===== src/rtl/countdown_timer_ctrl.sv =====
`default_nettype none
// ============================================================================
// Module   : countdown_timer_ctrl
// Purpose  : Sequencer for the MM:SS BCD down-counter chain. It turns
//            debounced one-cycle button pulses into set/clear/decrement
//            strobes, generates the 1 s borrow into sec0 and raises the
//            alarm at the 00:00 terminal count.
// Ports    : clk, rst_n (async, active low)
//            pb_start/pb_set/pb_inc/pb_clr : one-cycle button pulses
//            cnt_zero                       : chain reads 00:00
//            de_en, br_s0                   : decrement enable / 1 s borrow
//            set_en, set_sel, set_val       : digit load strobe/select/value
//            rst_f                          : one-cycle clear of all digits
//            alarm, state                   : terminal flag / FSM state
// Options  : ALARM_BLINK_EN - alarm toggles every TICK_DIV clocks in DONE
// Revision : 1.0 - initial release
// ============================================================================
module countdown_timer_ctrl #(
    parameter int TICK_DIV = 100000000,
    parameter int TICK_W   = 27
) (
    input  logic       clk,
    input  logic       rst_n,
    input  logic       pb_start,
    input  logic       pb_set,
    input  logic       pb_inc,
    input  logic       pb_clr,
    input  logic       cnt_zero,
    output logic       de_en,
    output logic       br_s0,
    output logic       set_en,
    output logic [1:0] set_sel,
    output logic [3:0] set_val,
    output logic       rst_f,
    output logic       alarm,
    output logic [2:0] state
);

    localparam logic [2:0] c_ST_IDLE  = 3'd0;
    localparam logic [2:0] c_ST_SET   = 3'd1;
    localparam logic [2:0] c_ST_RUN   = 3'd2;
    localparam logic [2:0] c_ST_PAUSE = 3'd3;
    localparam logic [2:0] c_ST_DONE  = 3'd4;

    localparam logic [TICK_W-1:0] c_TICK_MAX = TICK_W'(TICK_DIV - 1);

    logic [2:0]        r_state,   w_state_nxt;
    logic [TICK_W-1:0] r_presc,   w_presc_nxt;
    logic [1:0]        r_set_sel, w_set_sel_nxt;
    logic [3:0]        r_set_val, w_set_val_nxt;
    logic              r_de_en,   w_de_en_nxt;
    logic              r_br_s0,   w_br_s0_nxt;
    logic              r_set_en,  w_set_en_nxt;
    logic              r_rst_f,   w_rst_f_nxt;
    logic              r_alarm,   w_alarm_nxt;

    logic              w_set, w_start, w_inc;
    logic              w_tick_wrap;
    logic [3:0]        w_digit_max;

    // Only the highest-priority button pressed in a cycle is acted upon.
    assign w_set   = pb_set   & ~pb_clr;
    assign w_start = pb_start & ~pb_clr & ~pb_set;
    assign w_inc   = pb_inc   & ~pb_clr & ~pb_set & ~pb_start;

    assign w_tick_wrap = (r_presc == c_TICK_MAX);
    // Odd digits are tens of seconds/minutes and only go to 5.
    assign w_digit_max = r_set_sel[0] ? 4'd5 : 4'd9;

    always_comb begin
        w_state_nxt   = r_state;
        w_presc_nxt   = r_presc;
        w_set_sel_nxt = r_set_sel;
        w_set_val_nxt = r_set_val;
        w_alarm_nxt   = r_alarm;
        w_br_s0_nxt   = 1'b0;
        w_set_en_nxt  = 1'b0;
        w_rst_f_nxt   = 1'b0;

        if (pb_clr) begin
            w_rst_f_nxt   = 1'b1;
            w_state_nxt   = c_ST_IDLE;
            w_presc_nxt   = '0;
            w_set_sel_nxt = 2'd0;
            w_set_val_nxt = 4'd0;
            w_alarm_nxt   = 1'b0;
        end else begin
            case (r_state)
                c_ST_IDLE: begin
                    if (w_set) begin
                        w_state_nxt   = c_ST_SET;
                        w_set_sel_nxt = 2'd0;
                        w_set_val_nxt = 4'd0;
                    end else if (w_start && !cnt_zero) begin
                        w_state_nxt = c_ST_RUN;
                    end
                end
                c_ST_SET: begin
                    if (w_set) begin
                        w_set_val_nxt = 4'd0;
                        if (r_set_sel == 2'd3) begin
                            w_state_nxt   = c_ST_IDLE;
                            w_set_sel_nxt = 2'd0;
                        end else begin
                            w_set_sel_nxt = r_set_sel + 2'd1;
                        end
                    end else if (w_start) begin
                        w_state_nxt = cnt_zero ? c_ST_IDLE : c_ST_RUN;
                    end else if (w_inc) begin
                        // Strobe and value register together so the chain
                        // loads the post-increment digit.
                        w_set_val_nxt = (r_set_val >= w_digit_max) ? 4'd0
                                                                   : r_set_val + 4'd1;
                        w_set_en_nxt  = 1'b1;
                    end
                end
                c_ST_RUN: begin
                    if (cnt_zero) begin
                        // Terminal count wins over the tick so 00:00 never
                        // borrows into 59:59.
                        w_state_nxt = c_ST_DONE;
                        w_alarm_nxt = 1'b1;
                        w_presc_nxt = '0;
                    end else if (w_start) begin
                        // Prescaler holds: the partial second survives pause.
                        w_state_nxt = c_ST_PAUSE;
                    end else if (w_tick_wrap) begin
                        w_presc_nxt = '0;
                        w_br_s0_nxt = 1'b1;
                    end else begin
                        w_presc_nxt = r_presc + TICK_W'(1);
                    end
                end
                c_ST_PAUSE: begin
                    if (w_set) begin
                        w_state_nxt   = c_ST_SET;
                        w_set_sel_nxt = 2'd0;
                        w_set_val_nxt = 4'd0;
                    end else if (w_start) begin
                        w_state_nxt = c_ST_RUN;
                    end
                end
                c_ST_DONE: begin
                    if (w_set || w_start) begin
                        w_state_nxt = c_ST_IDLE;
                        w_alarm_nxt = 1'b0;
                        w_presc_nxt = '0;
                    end else begin
`ifdef ALARM_BLINK_EN
                        if (w_tick_wrap) begin
                            w_presc_nxt = '0;
                            w_alarm_nxt = ~r_alarm;
                        end else begin
                            w_presc_nxt = r_presc + TICK_W'(1);
                        end
`else
                        w_alarm_nxt = 1'b1;
                        w_presc_nxt = '0;
`endif
                    end
                end
                default: begin
                    w_state_nxt = c_ST_IDLE;
                    w_presc_nxt = '0;
                    w_alarm_nxt = 1'b0;
                end
            endcase
        end

        // A fresh countdown always starts on a whole-second boundary.
        if (w_state_nxt == c_ST_IDLE || w_state_nxt == c_ST_SET) begin
            w_presc_nxt = '0;
        end

        w_de_en_nxt = (w_state_nxt == c_ST_RUN);
    end

    always_ff @(posedge clk or negedge rst_n) begin
        if (!rst_n) begin
            r_state   <= c_ST_IDLE;
            r_presc   <= '0;
            r_set_sel <= 2'd0;
            r_set_val <= 4'd0;
            r_de_en   <= 1'b0;
            r_br_s0   <= 1'b0;
            r_set_en  <= 1'b0;
            r_rst_f   <= 1'b0;
            r_alarm   <= 1'b0;
        end else begin
            r_state   <= w_state_nxt;
            r_presc   <= w_presc_nxt;
            r_set_sel <= w_set_sel_nxt;
            r_set_val <= w_set_val_nxt;
            r_de_en   <= w_de_en_nxt;
            r_br_s0   <= w_br_s0_nxt;
            r_set_en  <= w_set_en_nxt;
            r_rst_f   <= w_rst_f_nxt;
            r_alarm   <= w_alarm_nxt;
        end
    end

    assign state   = r_state;
    assign de_en   = r_de_en;
    assign br_s0   = r_br_s0;
    assign set_en  = r_set_en;
    assign set_sel = r_set_sel;
    assign set_val = r_set_val;
    assign rst_f   = r_rst_f;
    assign alarm   = r_alarm;

endmodule
`default_nettype wire


===== config.mk =====
export PLATFORM = sky130hd
export DESIGN_NAME = countdown_timer_ctrl
export DESIGN_NICKNAME = d
export VERILOG_FILES = /design/src/rtl/countdown_timer_ctrl.sv
export SDC_FILE = /design/constraint.sdc
export NUM_CORES = 1
export LEC_CHECK = 0
export ABC_AREA = 1
export CAP_MARGIN = 30
export CELL_PAD_IN_SITES_DETAIL_PLACEMENT = 0
export CELL_PAD_IN_SITES_GLOBAL_PLACEMENT = 1
export CORE_UTILIZATION = 43
export CTS_CLUSTER_SIZE = 25
export DETAILED_ROUTE_END_ITERATION = 16
export GPL_TIMING_DRIVEN = 0
export PLACE_DENSITY_LB_ADDON = 0.3
export SLEW_MARGIN = 40
export SYNTH_ARGS = -nofsm -noshare
export SYNTH_HDL_FRONTEND = slang
export SYNTH_SLANG_ARGS = --single-unit

===== constraint.sdc =====
create_clock -name clk -period 2.3 [get_ports clk]
set_clock_uncertainty 0.2 [all_clocks]
set_input_delay 0.69 -clock clk [delete_from_list [all_inputs] [get_ports clk]]
set_output_delay 0.69 -clock clk [all_outputs]
set_load 0.05 [all_outputs]

=== Yosys cells after proc, flatten, opt, wreduce, memory -nomap -nowiden ===
Index checks and enable logic that the tools add are counted.

* ROM bits: 0
* Register bits after elaboration: 41
* Bits in writable memories: 0
* Memories: 0
* Latch bits: 0

* Bitwise logic cells: 9
* Equality and inequality tests: 16
* Multiply operators: 0
* Magnitude comparators: 1
* Shifts and indexed selects: 0
* Divide/modulo/power cells: 0
* Add/subtract/negate cells: 3
* Mux-type cells: 47
* Reductions and logical operators: 13

{| class="wikitable"
|+ Operator list
! cell !! count
|-
| 27-bit 2-to-1 mux || 5
|-
| 27-bit case mux with 2 select lines || 1
|-
| 3-bit 2-to-1 mux || 11
|-
| 4-bit 2-to-1 mux || 7
|-
| 27-bit by 1-bit adder with 27-bit output (second input constant) || 1
|-
| 27-bit == test (second input constant) || 1
|-
| 3-bit case mux with 5 select lines || 1
|-
| 1-bit 2-to-1 mux || 14
|-
| 2-bit 2-to-1 mux || 5
|-
| 3-bit by 2-bit == test with 1-bit output (second input constant) || 3
|-
| 4-bit != test (second input constant) || 2
|-
| 4-bit case mux with 2 select lines || 1
|-
| 1-bit AND || 6
|-
| 3-bit by 1-bit == test with 1-bit output (second input constant) || 2
|-
| 3-bit zero test || 2
|-
| 3-bit by 1-bit != test with 1-bit output (second input constant) || 2
|-
| 3-bit != test (second input constant) || 2
|-
| 5-bit != test (second input constant) || 1
|-
| 4-bit by 1-bit adder with 4-bit output (second input constant) || 1
|-
| 4-bit greater-or-equal comparator || 1
|-
| 2-bit case mux with 2 select lines || 1
|-
| 2-bit AND reduction || 2
|-
| 4-bit AND reduction || 1
|-
| 3-bit == test (second input constant) || 1
|-
| 12 further kinds || 15
|}

=== Logic depth before layout (Yosys ltp) ===
Gate-level depths: netlist of the first run.

* Depth in word-level cells: 12
* Mapped depth: 11

=== Worst setup path before layout of the first run ===
No wires, ideal clock.

* Kind: register to register
* From: register r_set_sel[0] (netlist: set_sel[0])
* To: register r_set_val[0] (netlist: set_val[0])
* Library setup time: 0.083 ns
* Clock period less this slack: 1.920 ns
* Path buffers: 0
* Arrival: 1.637 ns
* Slack: 0.380 ns
* Cell stages (with the launch flop): 8
* Required time: 2.017 ns
* Cells stage by stage: dfrtp_1 inv_1 ha_1 nand3_1 o211ai_1 nor3_1 nand2_1 o21ai_0

* Cells in the longest elaborated chain, start to end: 8

{| class="wikitable"
|+ RTL lines
! item !! line !! RTL
|-
| start, declared || 49 || <nowiki>logic [1:0] r_set_sel, w_set_sel_nxt;</nowiki>
|-
| start signal, assigned || 192 || <nowiki>r_set_sel <= w_set_sel_nxt;</nowiki>
|-
| 4-bit 2-to-1 mux || 68 || <nowiki>assign w_digit_max = r_set_sel[0] ? 4'd5 : 4'd9;</nowiki>
|-
| 4-bit greater-or-equal comparator || 112 || <nowiki>w_set_val_nxt = (r_set_val >= w_digit_max) ? 4'd0</nowiki>
|-
| 4-bit 2-to-1 mux || 112 ||
|-
| 4-bit 2-to-1 mux || 109 || <nowiki>end else if (w_inc) begin</nowiki>
|-
| 4-bit 2-to-1 mux || 107 || <nowiki>end else if (w_start) begin</nowiki>
|-
| 4-bit 2-to-1 mux || 99 || <nowiki>if (w_set) begin</nowiki>
|-
| 4-bit case mux with 2 select lines || 88 || <nowiki>case (r_state)</nowiki>
|-
| 4-bit 2-to-1 mux || 80 || <nowiki>if (pb_clr) begin</nowiki>
|-
| end signal, assigned || 193 || <nowiki>r_set_val <= w_set_val_nxt;</nowiki>
|-
| end, declared || 50 || <nowiki>logic [3:0] r_set_val, w_set_val_nxt;</nowiki>
|}

Every way passes these cells. The select of a mux whose other input is x is not followed.
A chain may end at the register's enable or synchronous reset.

=== Final worst setup path of the first run ===
* From: register r_state[0] (netlist: state[0])
* To: output state[0]

{| class="wikitable"
|+ RTL lines
! item !! line !! RTL
|-
| start, declared || 47 || <nowiki>logic [2:0] r_state, w_state_nxt;</nowiki>
|-
| start signal, assigned || 180 || <nowiki>r_state <= c_ST_IDLE;</nowiki>
|-
| start signal, assigned || 190 || <nowiki>r_state <= w_state_nxt;</nowiki>
|-
| end, declared || 36 || <nowiki>output logic [2:0] state</nowiki>
|}

No word-level cell between the ends.

==> reports/qor.csv, run 1 <==
stage;metric;value;unit
outcome;status;complete, no violations;
worst_setup_path;Reg2Reg Setup Slack;0.22;ns
drt;vias per cell;4.94;
global_route;largest net degree at the start of global routing;30;
yosys;largest cells by area after synthesis;dfrtp_1 34%, nand2_1 17%, nand3_1 8.9%;
yosys;most common cell in the netlist;nand2_1;
global_route;Tot GR Track Use;22.2;%
drt;via count;2848;
finish;ant diodes;0;
finish;layout cells sized above 1;10.8;%
yosys;top post-synthesis cells by count;138 x nand2_1, 54 x nand3_1, 53 x inv_1;
global_route;grt total ovfl;0;
yosys;Net Count, Synth;463;
sta;Hold Vio Cnt, Final;0;
clock_tree;CTS Sinks;41;
sta;setup TNS;0;ns
yosys;count of cell types in the netlist;33;
drt;post-route ant nets;0;
drt;average wire per standard cell;13.1;microns
worst_setup_path;endpoint type of the worst setup path;output port;
drt;DRC errors left;0;
die;Initial Util;44.7;%
placed_design;Placed Area;3390;sq um
sta;fin crit share;96.3;%
drt;final wirelength;7.56;mm
finish;area grow syn2layout;13.9;%
worst_setup_path;cell-by-cell trace of the critical path;dlygate4sd2_1;
sta;Final Max Slew Viols;0;
pwr;Final Power;1380;uW
placed_design;Port Buffer Count;20;
worst_setup_path;Setup crit start kind;flop;
die;IO Count;21;
global_route;number of global-route vias before repair;2736;
sta;final setup margin;0.0857;ns
pwr;LEAKAGE;0.00178;uW
drt;DR iter-0 viols;103;
sta;Worst-Margin Slew;0.504;ns
placed_design;post-DP HPWL;5.78;mm
yosys;post-synth top area cell;dfrtp_1;
finish;post-route insts no fill;576;
sta;Max Clk Rate;0.452;GHz
worst_hold_path;hold crit path type;in2async;
clock_tree;CTS tree;yes;
worst_setup_path;Crit. path cell count;1;
yosys;Post-synth top flop;dfrtp_1;
finish;NumNets Final;493;
yosys;Post-synth EDFFs;0;
sta;Slew headroom;66.5;%
clock_tree;clk_lat worst skew;0.30;ns
yosys;mean area per synthesized cell;6.79;sq um
yosys;synthesized flop and latch total;41;
worst_setup_path;Crit Path Category;reg2out;
clock_tree;clk slew on worst S/H paths;0.09;ns
die;core region area;6830;sq um
die;FP Rows;30;
yosys;post-synthesis sequential area ratio;33.6;%
clock_tree;root buf cell;clkbuf_8;
worst_setup_path;Data arrival, critical path;1.32;ns
worst_setup_path;Max stage delay on crit path;0.56;ns
pwr;maximum vdd drop;0.229;mV
global_route;first-pass GRT wire length;13.1;mm
sta;min Tclk post-route;2.21;ns
yosys;Synth Cell Area;3050;sq um
die;die width;86.2;microns
die;DIE HEIGHT;86.2;microns
clock_tree;H-Tree Depth;2;
sta;RSZ-0062 raised after global routing;false;
placed_design;Placed Instances;566;
worst_setup_path;worst endpoint required time;1.41;ns
sta;Final setup viols;0;
finish;Post-Layout Inst Area;3470;sq um
yosys;synth warn;0;
drt;DR pass1 iterations;4;
worst_setup_path;family with the most delay on the worst path;buffers and inverters;
yosys;ys async rst share;100;%
worst_setup_path;FF-to-FF path depth;7;
worst_setup_path;crit path buf inv count;1;
clock_tree;Num CTS Buffers;5;
worst_setup_path;slowest CP cell;dlygate4sd2_1;
global_route;initial antenna violation count;0;
die;die area;7430;sq um
yosys;Syn Inst Count;449;
run;max cap viols;0;
clock_tree;CTS Buffer Depth;2;
placed_design;routability cong.;0.884;
yosys;Synth top area share;33.6;%
placed_design;pre-CTS setup slack;-0.409;ns
pwr;Power Density;396;nW/um^2
worst_setup_path;crit-path max FO;5;
-- cell type report --
type	count	area [sq um]
buffer	9	88.8
clock buffer	6	72.6
timing repair buffer	23	216
tap	96	120
sequential	41	1030
multi-input combinational	340	1720
clock inverter	2	10.0
fill	745	3360
inverter	59	224
-- flip-flops by register name (all words and copies together), names as in the netlist --
signal,count
set_en,1
alarm,1
r_presc,27
de_en,1
rst_f,1
br_s0,1
set_val,4
state,3
set_sel,2
-- layer usage --
layer  up-vias  wire (microns)  track usage (%)
met5         -               0                0
li1       1490               -                -
met3        10             300             3.81
met2        54            3500             36.6
met1      1294            3650             30.3
met4         0             114             5.91
-- cells in the final DEF, fill, tap and decap left out, types with 3 or more instances in the layout --
master / instances
a21oi_1: 9
buf_4: 4
buf_6: 5
clkbuf_8: 5
clkdlybuf4s50_1: 3
dfrtp_1: 41
dlygate4sd2_1: 15
ha_1: 7
inv_1: 53
inv_2: 5
nand2_1: 138
nand2_2: 6
nand3_1: 54
nand3_4: 3
nand3b_1: 8
nand4_1: 16
nor2_1: 50
nor2_2: 9
nor3_1: 6
o21ai_0: 7
xor2_1: 7
-- repair_timing --
item,CTS,global route
hold buffers,0,0
gates resized for setup,18,1
setup buffers,1,1
pin swaps,1,1
endpoints found under the setup margin,37,24
-- report_power, final --
group	internal [uW]	total, uW	switching [uW]	leakage [uW]
clock network	211	473	262	0.0000450
registers	726	734	7.56	0.000569
logic	52.1	170	118	0.00117
total	989	1380	387	0.00178
-- worst paths after layout --
kind                       startpoint           to
max                          state[0]     state[0]
min                             rst_n   r_presc[8]
max reg2reg                r_presc[0]  r_presc[18]
min reg2reg                     alarm        alarm
max in group asynchronous       rst_n  r_presc[13]
min in group clk                alarm        alarm
-- logic make-up after synthesis --
kind of cell / count (synthesis) / share of synthesized area, %
AOI/OAI and AO/OA: 23 / 4.18
xor gates and xnor gates: 9 / 2.58
adders and majority gates: 7 / 2.87
buffers and inverters: 68 / 10.2
DFF: 41 / 33.6
and+or+nand+nor: 301 / 46.6
-- through the flow --
step           hold WS [ns]  util, %
2_1_floorplan         0.194        -
3_3_place_gp          0.274     49.3
3_5_place_dp          0.271     49.6
6_report             0.0233     50.9
5_1_grt              0.0283     50.9
4_1_cts              0.0267     50.7
No activity file was read; power rests on OpenSTA's default activity.
==> inputs of run 2 (changes only) <==
--- a/config.mk
+++ b/config.mk
@@ -6,9 +6,10 @@
 export NUM_CORES = 1
 export LEC_CHECK = 0
 export ABC_AREA = 1
-export CAP_MARGIN = 30
+export CAP_MARGIN = 20
 export CELL_PAD_IN_SITES_DETAIL_PLACEMENT = 0
 export CELL_PAD_IN_SITES_GLOBAL_PLACEMENT = 1
+export CORE_MARGIN = 3
 export CORE_UTILIZATION = 43
 export CTS_CLUSTER_SIZE = 25
 export DETAILED_ROUTE_END_ITERATION = 16
==> run 2 against run 1 <==
  * Via count is 0.42% higher
  * Routed wire length is 1.9% higher
  * Register-to-register slack improved by 0.03 ns
  * Largest cell class unchanged
  * Largest power group unchanged
  * Highest routed layer unchanged
==> reports/qor.csv, run 2 (synthesized netlist as in run 1, its figures left out) <==
stage;metric;value;unit;change
outcome;status;complete, no violations;;
worst_setup_path;Max stage delay on crit path;0.57;ns;about the same
finish;register with the highest flop count;r_presc;;
placed_design;pre-CTS setup slack;-0.350;ns;+0.0596 ns
global_route;Tot GR Track Use;19.9;%;-2.3 points
placed_design;routability cong.;0.904;;+2.3%
die;core region area;6830;sq um;unchanged
finish;Core Util, Final;51.1;%;+0.26 points
pwr;Power Density;396;nW/um^2;about the same
global_route;first-pass GRT wire length;13.3;mm;+2.1%
drt;DR iter-0 viols;155;;+50%
die;DIE HEIGHT;90.2;microns;+4.6%
clock_tree;Num CTS Buffers;5;;unchanged
die;IO Count;21;;unchanged
worst_hold_path;hold crit path type;in2async;;
finish;layout cells sized above 1;11.3;%;+0.42 points
sta;fin crit share;96.6;%;+0.34 points
die;Initial Util;44.7;%;unchanged
placed_design;Port Buffer Count;20;;unchanged
worst_setup_path;endpoint type of the worst setup path;output port;;
worst_setup_path;crit path buf inv count;1;;unchanged
drt;top sig layer;met4;;
sta;Final setup viols;0;;unchanged
clock_tree;CTS Sinks;41;;unchanged
run;max cap viols;0;;unchanged
worst_setup_path;crit-path max FO;5;;unchanged
finish;filler cell count;727;;-2.4%
finish;Post-Layout Inst Area;3490;sq um;+0.50%
global_route;initial antenna violation count;0;;unchanged
worst_setup_path;slowest CP cell;dlygate4sd2_1;;
clock_tree;hold buffer count at cts;0;;unchanged
finish;most common cell after layout, fill and taps aside;nand2_1;;
worst_setup_path;family with the most delay on the worst path;buffers and inverters;;
drt;final wirelength;7.70;mm;+1.9%
sta;Hold Vio Cnt, Final;0;;unchanged
placed_design;post-DP HPWL;5.81;mm;+0.62%
drt;post-route ant nets;0;;unchanged
sta;Final Max Slew Viols;0;;unchanged
sta;Slew headroom;66.3;%;-0.20 points
finish;NumNets Final;493;;unchanged
drt;DRC errors left;0;;unchanged
sta;Worst-Margin Slew;0.507;ns;+0.00308 ns
clock_tree;root buf cell;clkbuf_8;;
worst_setup_path;Setup crit start kind;flop;;
worst_setup_path;Data arrival, critical path;1.33;ns;about the same
drt;met3 wire length;315;microns;+5.0%
global_route;number of global-route vias before repair;2754;;+0.66%
die;FP Rows;30;;unchanged
sta;setup TNS;0;ns;unchanged
placed_design;Placed Area;3390;sq um;unchanged
sta;final setup margin;0.0779;ns;-0.00783 ns
finish;ant diodes;0;;unchanged
global_route;largest net degree at the start of global routing;30;;unchanged
drt;average wire per standard cell;13.4;microns;+1.9%
worst_setup_path;Crit Path Category;reg2out;;
sta;Max Clk Rate;0.450;GHz;-0.35%
pwr;LEAKAGE;0.00179;uW;about the same
worst_setup_path;worst endpoint required time;1.41;ns;about the same
drt;routed metal-1 wire length;3.71;mm;+1.7%
clock_tree;clk slew on worst S/H paths;0.09;ns;about the same
finish;most frequent cells in the layout;137 x nand2_1, 53 x inv_1, 53 x nand3_1;;
clock_tree;clk_lat worst skew;0.30;ns;about the same
worst_setup_path;cell-by-cell trace of the critical path;dlygate4sd2_1;;
clock_tree;CTS tree;yes;;
drt;via count;2860;;+0.42%
placed_design;Placed Instances;566;;unchanged
drt;DR pass1 iterations;4;;unchanged
global_route;grt total ovfl;0;;unchanged
pwr;maximum vdd drop;0.231;mV;+0.63%
die;die width;90.2;microns;+4.6%
sta;min Tclk post-route;2.22;ns;+0.00783 ns
finish;post-route insts no fill;576;;unchanged
drt;met2 WL;3.58;mm;+2.4%
clock_tree;CTS Buffer Depth;2;;unchanged
sta;RSZ-0062 raised after global routing;false;;
drt;vias per cell;4.97;;+0.42%
finish;max reg flops;27;;unchanged
die;die area;8140;sq um;+9.5%
clock_tree;H-Tree Depth;2;;unchanged
finish;area grow syn2layout;14.5;%;
run 2: repair_timing:
action | in CTS | in global routing
pin swaps | 1 | 2
gates resized for setup | 18 | 7
setup buffers | 1 | 1
setup endpoints to repair | 27 | 27
run 2: layer usage:
metal | global-route usage, % | vias to the layer above
met5 | 0 | -
met4 | 4.72 | 0
met3 | 3.43 | 9
met2 | 32.5 | 52
met1 | 27.6 | 1308
li1 | - | 1491
run 2: final cells by class:
class / instances / area, sq um / share of cell area, %
Multi-Input combinational cell: 340 / 1730 / 49.5
Inverter: 59 / 226 / 6.49
Tap cell: 96 / 120 / 3.44
Clock inverter: 2 / 10.0 / 0.287
Buffer: 9 / 91.3 / 2.62
Sequential cell: 41 / 1030 / 29.4
Timing Repair Buffer: 23 / 216 / 6.20
Clock buffer: 6 / 72.6 / 2.08
run 2: worst paths after layout:
kind | start | endpoint | slack (ns) | depth (start not counted)
max | state[0] | state[0] | 0.08 | 1
min | rst_n | r_presc[8] | 0.03 | 1
max reg2reg | r_presc[0] | r_presc[18] | 0.25 | 7
min reg2reg | alarm | alarm | 0.29 | 2
max in group asynchronous | rst_n | set_val[2] | 1.47 | 2
min in group clk | alarm | alarm | 0.29 | 2
run 2: through the flow:
step           hold slack, ns  power [uW]
2_1_floorplan           0.194         853
3_3_place_gp            0.275         918
3_5_place_dp            0.280         923
4_1_cts                0.0199        1420
5_1_grt                0.0255        1460
6_report               0.0257        1380
run 2: power breakdown:
part	switching (uW)	leakage [uW]	internal (uW)
combinational	120	0.00117	52.8
sequential	7.63	0.000569	726
clock	267	0.0000450	211
==> inputs of run 3 (changes only) <==
==> constraint.sdc (replaced) <==
create_clock -name clk -period 2.3 [get_ports clk]
set_clock_uncertainty 0.2 [all_clocks]
set_input_delay 0.69 -clock clk [delete_from_list [all_inputs] [get_ports clk]]
set_output_delay 0.69 -clock clk [all_outputs]
set_load 0.005 [all_outputs]
==> run 3 against run 2 <==
  * Combinational power shrank 9.8%
  * Final cell count unchanged
  * Routed wire length grew 0.39%
  * Power fell by 1.2%
  * Critical endpoint unchanged
  * Register-to-register slack is essentially flat
  * Clock power hardly changed
==> reports/qor.csv, run 3 (synthesized netlist as in run 1, its figures left out) <==
stage;metric;value;unit;change
die;IO Count;21;;unchanged
placed_design;post-DP HPWL;5.81;mm;unchanged
placed_design;Port Buffer Count;20;;unchanged
drt;DRC errors left;0;;unchanged
worst_setup_path;endpoint type of the worst setup path;output port;;
worst_setup_path;Crit Path Category;reg2out;;
worst_hold_path;hold crit path type;in2async;;
sta;Slew headroom;75.9;%;+9.6 points
pwr;Power Density;390;nW/um^2;-1.7%
clock_tree;Num CTS Buffers;5;;unchanged
finish;area grow syn2layout;15.1;%;
worst_setup_path;Max stage delay on crit path;0.56;ns;about the same
sta;RSZ-0062 raised after global routing;false;;
sta;Hold Vio Cnt, Final;0;;unchanged
finish;Post-Layout Inst Area;3510;sq um;+0.50%
worst_setup_path;Data arrival, critical path;1.32;ns;about the same
finish;max reg flops;27;;unchanged
sta;min Tclk post-route;2.21;ns;-0.0151 ns
drt;vias per cell;5.00;;+0.70%
pwr;LEAKAGE;0.00172;uW;-3.5%
drt;final wirelength;7.73;mm;+0.39%
clock_tree;root buf cell;clkbuf_8;;
drt;DR iter-0 viols;166;;+7.1%
finish;area of the multi-input gates;1730;sq um;unchanged
global_route;Tot GR Track Use;19.9;%;unchanged
global_route;largest net degree at the start of global routing;30;;unchanged
placed_design;Placed Area;3390;sq um;unchanged
finish;most common cell after layout, fill and taps aside;nand2_1;;
finish;layout cells sized above 1;11.3;%;unchanged
outcome;status;complete, no violations;;
clock_tree;clk slew on worst S/H paths;0.09;ns;about the same
placed_design;routability cong.;0.904;;unchanged
clock_tree;CTS Sinks;41;;unchanged
finish;ant diodes;0;;unchanged
global_route;grt total ovfl;0;;unchanged
die;Initial Util;44.7;%;unchanged
global_route;first-pass GRT wire length;13.3;mm;unchanged
sta;final setup margin;0.0930;ns;+0.0151 ns
die;die width;90.2;microns;unchanged
worst_setup_path;Setup crit start kind;flop;;
drt;post-route ant nets;0;;unchanged
finish;post-route insts no fill;576;;unchanged
pwr;maximum vdd drop;0.229;mV;-0.52%
clock_tree;clk_lat worst skew;0.30;ns;about the same
run;max cap viols;0;;unchanged
sta;Worst-Margin Slew;0.360;ns;-0.148 ns
finish;FF/Latch Area;1030;sq um;unchanged
finish;register with the highest flop count;r_presc;;
worst_setup_path;crit path buf inv count;1;;unchanged
drt;via count;2880;;+0.70%
die;DIE HEIGHT;90.2;microns;unchanged
worst_setup_path;crit-path max FO;5;;unchanged
placed_design;Placed Instances;566;;unchanged
worst_setup_path;reg-to-reg startpoint;r_presc[0];;
global_route;initial antenna violation count;0;;unchanged
drt;DR pass1 iterations;4;;unchanged
die;FP Rows;30;;unchanged
placed_design;pre-CTS setup slack;-0.350;ns;unchanged
worst_setup_path;CP Launch Point;state[0];;
worst_setup_path;family with the most delay on the worst path;buffers and inverters;;
worst_setup_path;worst endpoint required time;1.41;ns;about the same
clock_tree;H-Tree Depth;2;;unchanged
finish;most frequent cells in the layout;137 x nand2_1, 53 x inv_1, 53 x nand3_1;;
global_route;number of global-route vias before repair;2754;;unchanged
sta;Max Clk Rate;0.453;GHz;+0.69%
sta;fin crit share;96.0;%;-0.66 points
clock_tree;CTS tree;yes;;
die;core region area;6830;sq um;unchanged
finish;NumNets Final;493;;unchanged
drt;average wire per standard cell;13.4;microns;+0.39%
worst_setup_path;slowest CP cell;clkdlybuf4s50_1;;
clock_tree;CTS Buffer Depth;2;;unchanged
die;die area;8140;sq um;unchanged
sta;Final Max Slew Viols;0;;unchanged
sta;Final setup viols;0;;unchanged
finish;filler cell count;720;;-0.96%
worst_setup_path;cell-by-cell trace of the critical path;clkdlybuf4s50_1;;
run 3: cell count changes in the layout (fill, tap and decap cells not counted):
| cell | before | now |
|---|---|---|
| dlygate4sd2_1 | 15 | 1 |
| clkdlybuf4s50_1 | 3 | 17 |
run 3: metal layers:
layer / wire length (microns) / track usage, % / vias to the layer above / part of all wire, %
li1: - / - / 1495 / -
met1: 3690 / 27.6 / 1330 / 48
met2: 3640 / 32.5 / 48 / 47
met3: 331 / 3.43 / 7 / 4.3
met4: 68 / 4.72 / 0 / 0.88
met5: 0 / 0 / - / 0
run 3: where the power goes:
group	switching [uW]	internal (uW)	leakage [uW]
logic	98.6	57.1	0.00111
registers	7.94	726	0.000569
clock network	267	211	0.0000450
total	374	994	0.00172
run 3: layout make-up:
cell class | count | share of cell area [%]
Clock buffer | 6 | 2.07
Timing Repair Buffer | 23 | 6.67
Multi-Input combinational cell | 340 | 49.3
Clock inverter | 2 | 0.285
Inverter | 59 | 6.45
Sequential cell | 41 | 29.2
Tap cell | 96 | 3.42
Buffer | 9 | 2.60
run 3: final timing paths:
kind / to / slack [ns] / cells after the start
min in group clk: alarm / 0.29 / 2
worst max-delay path: state[0] / 0.09 / 1
max in group asynchronous: set_val[2] / 1.46 / 2
worst min-delay path: r_presc[8] / 0.02 / 1
worst min register to register: alarm / 0.29 / 2
worst max register to register: r_presc[18] / 0.24 / 7
run 3: worst reg2reg max path: cells and delay by family, from the launching register on:
family | cells | cell delay [ns]
adders and majority gates | 1 | 0.20
DFF | 1 | 0.42
and+or+nand+nor | 6 | 1.13
run 3: stage by stage:
stage	util [%]	hold WS [ns]	TNS [ns]	power (uW)
after global placement	49.3	0.275	-43.33	896
after detailed placement	49.6	0.280	-8.85	901
after global routing	51.4	0.0255	0	1440
after CTS	51.0	0.0199	0	1400
after floorplan	-	0.194	0	832
final	51.4	0.0236	0	1370
run 3: what timing repair did:
action                     in CTS  in global routing
hold buffers                    0                  0
setup buffers                   1                  1
gates resized for setup         4                  7
pin swaps                       1                  2
setup endpoints to repair      13                 27
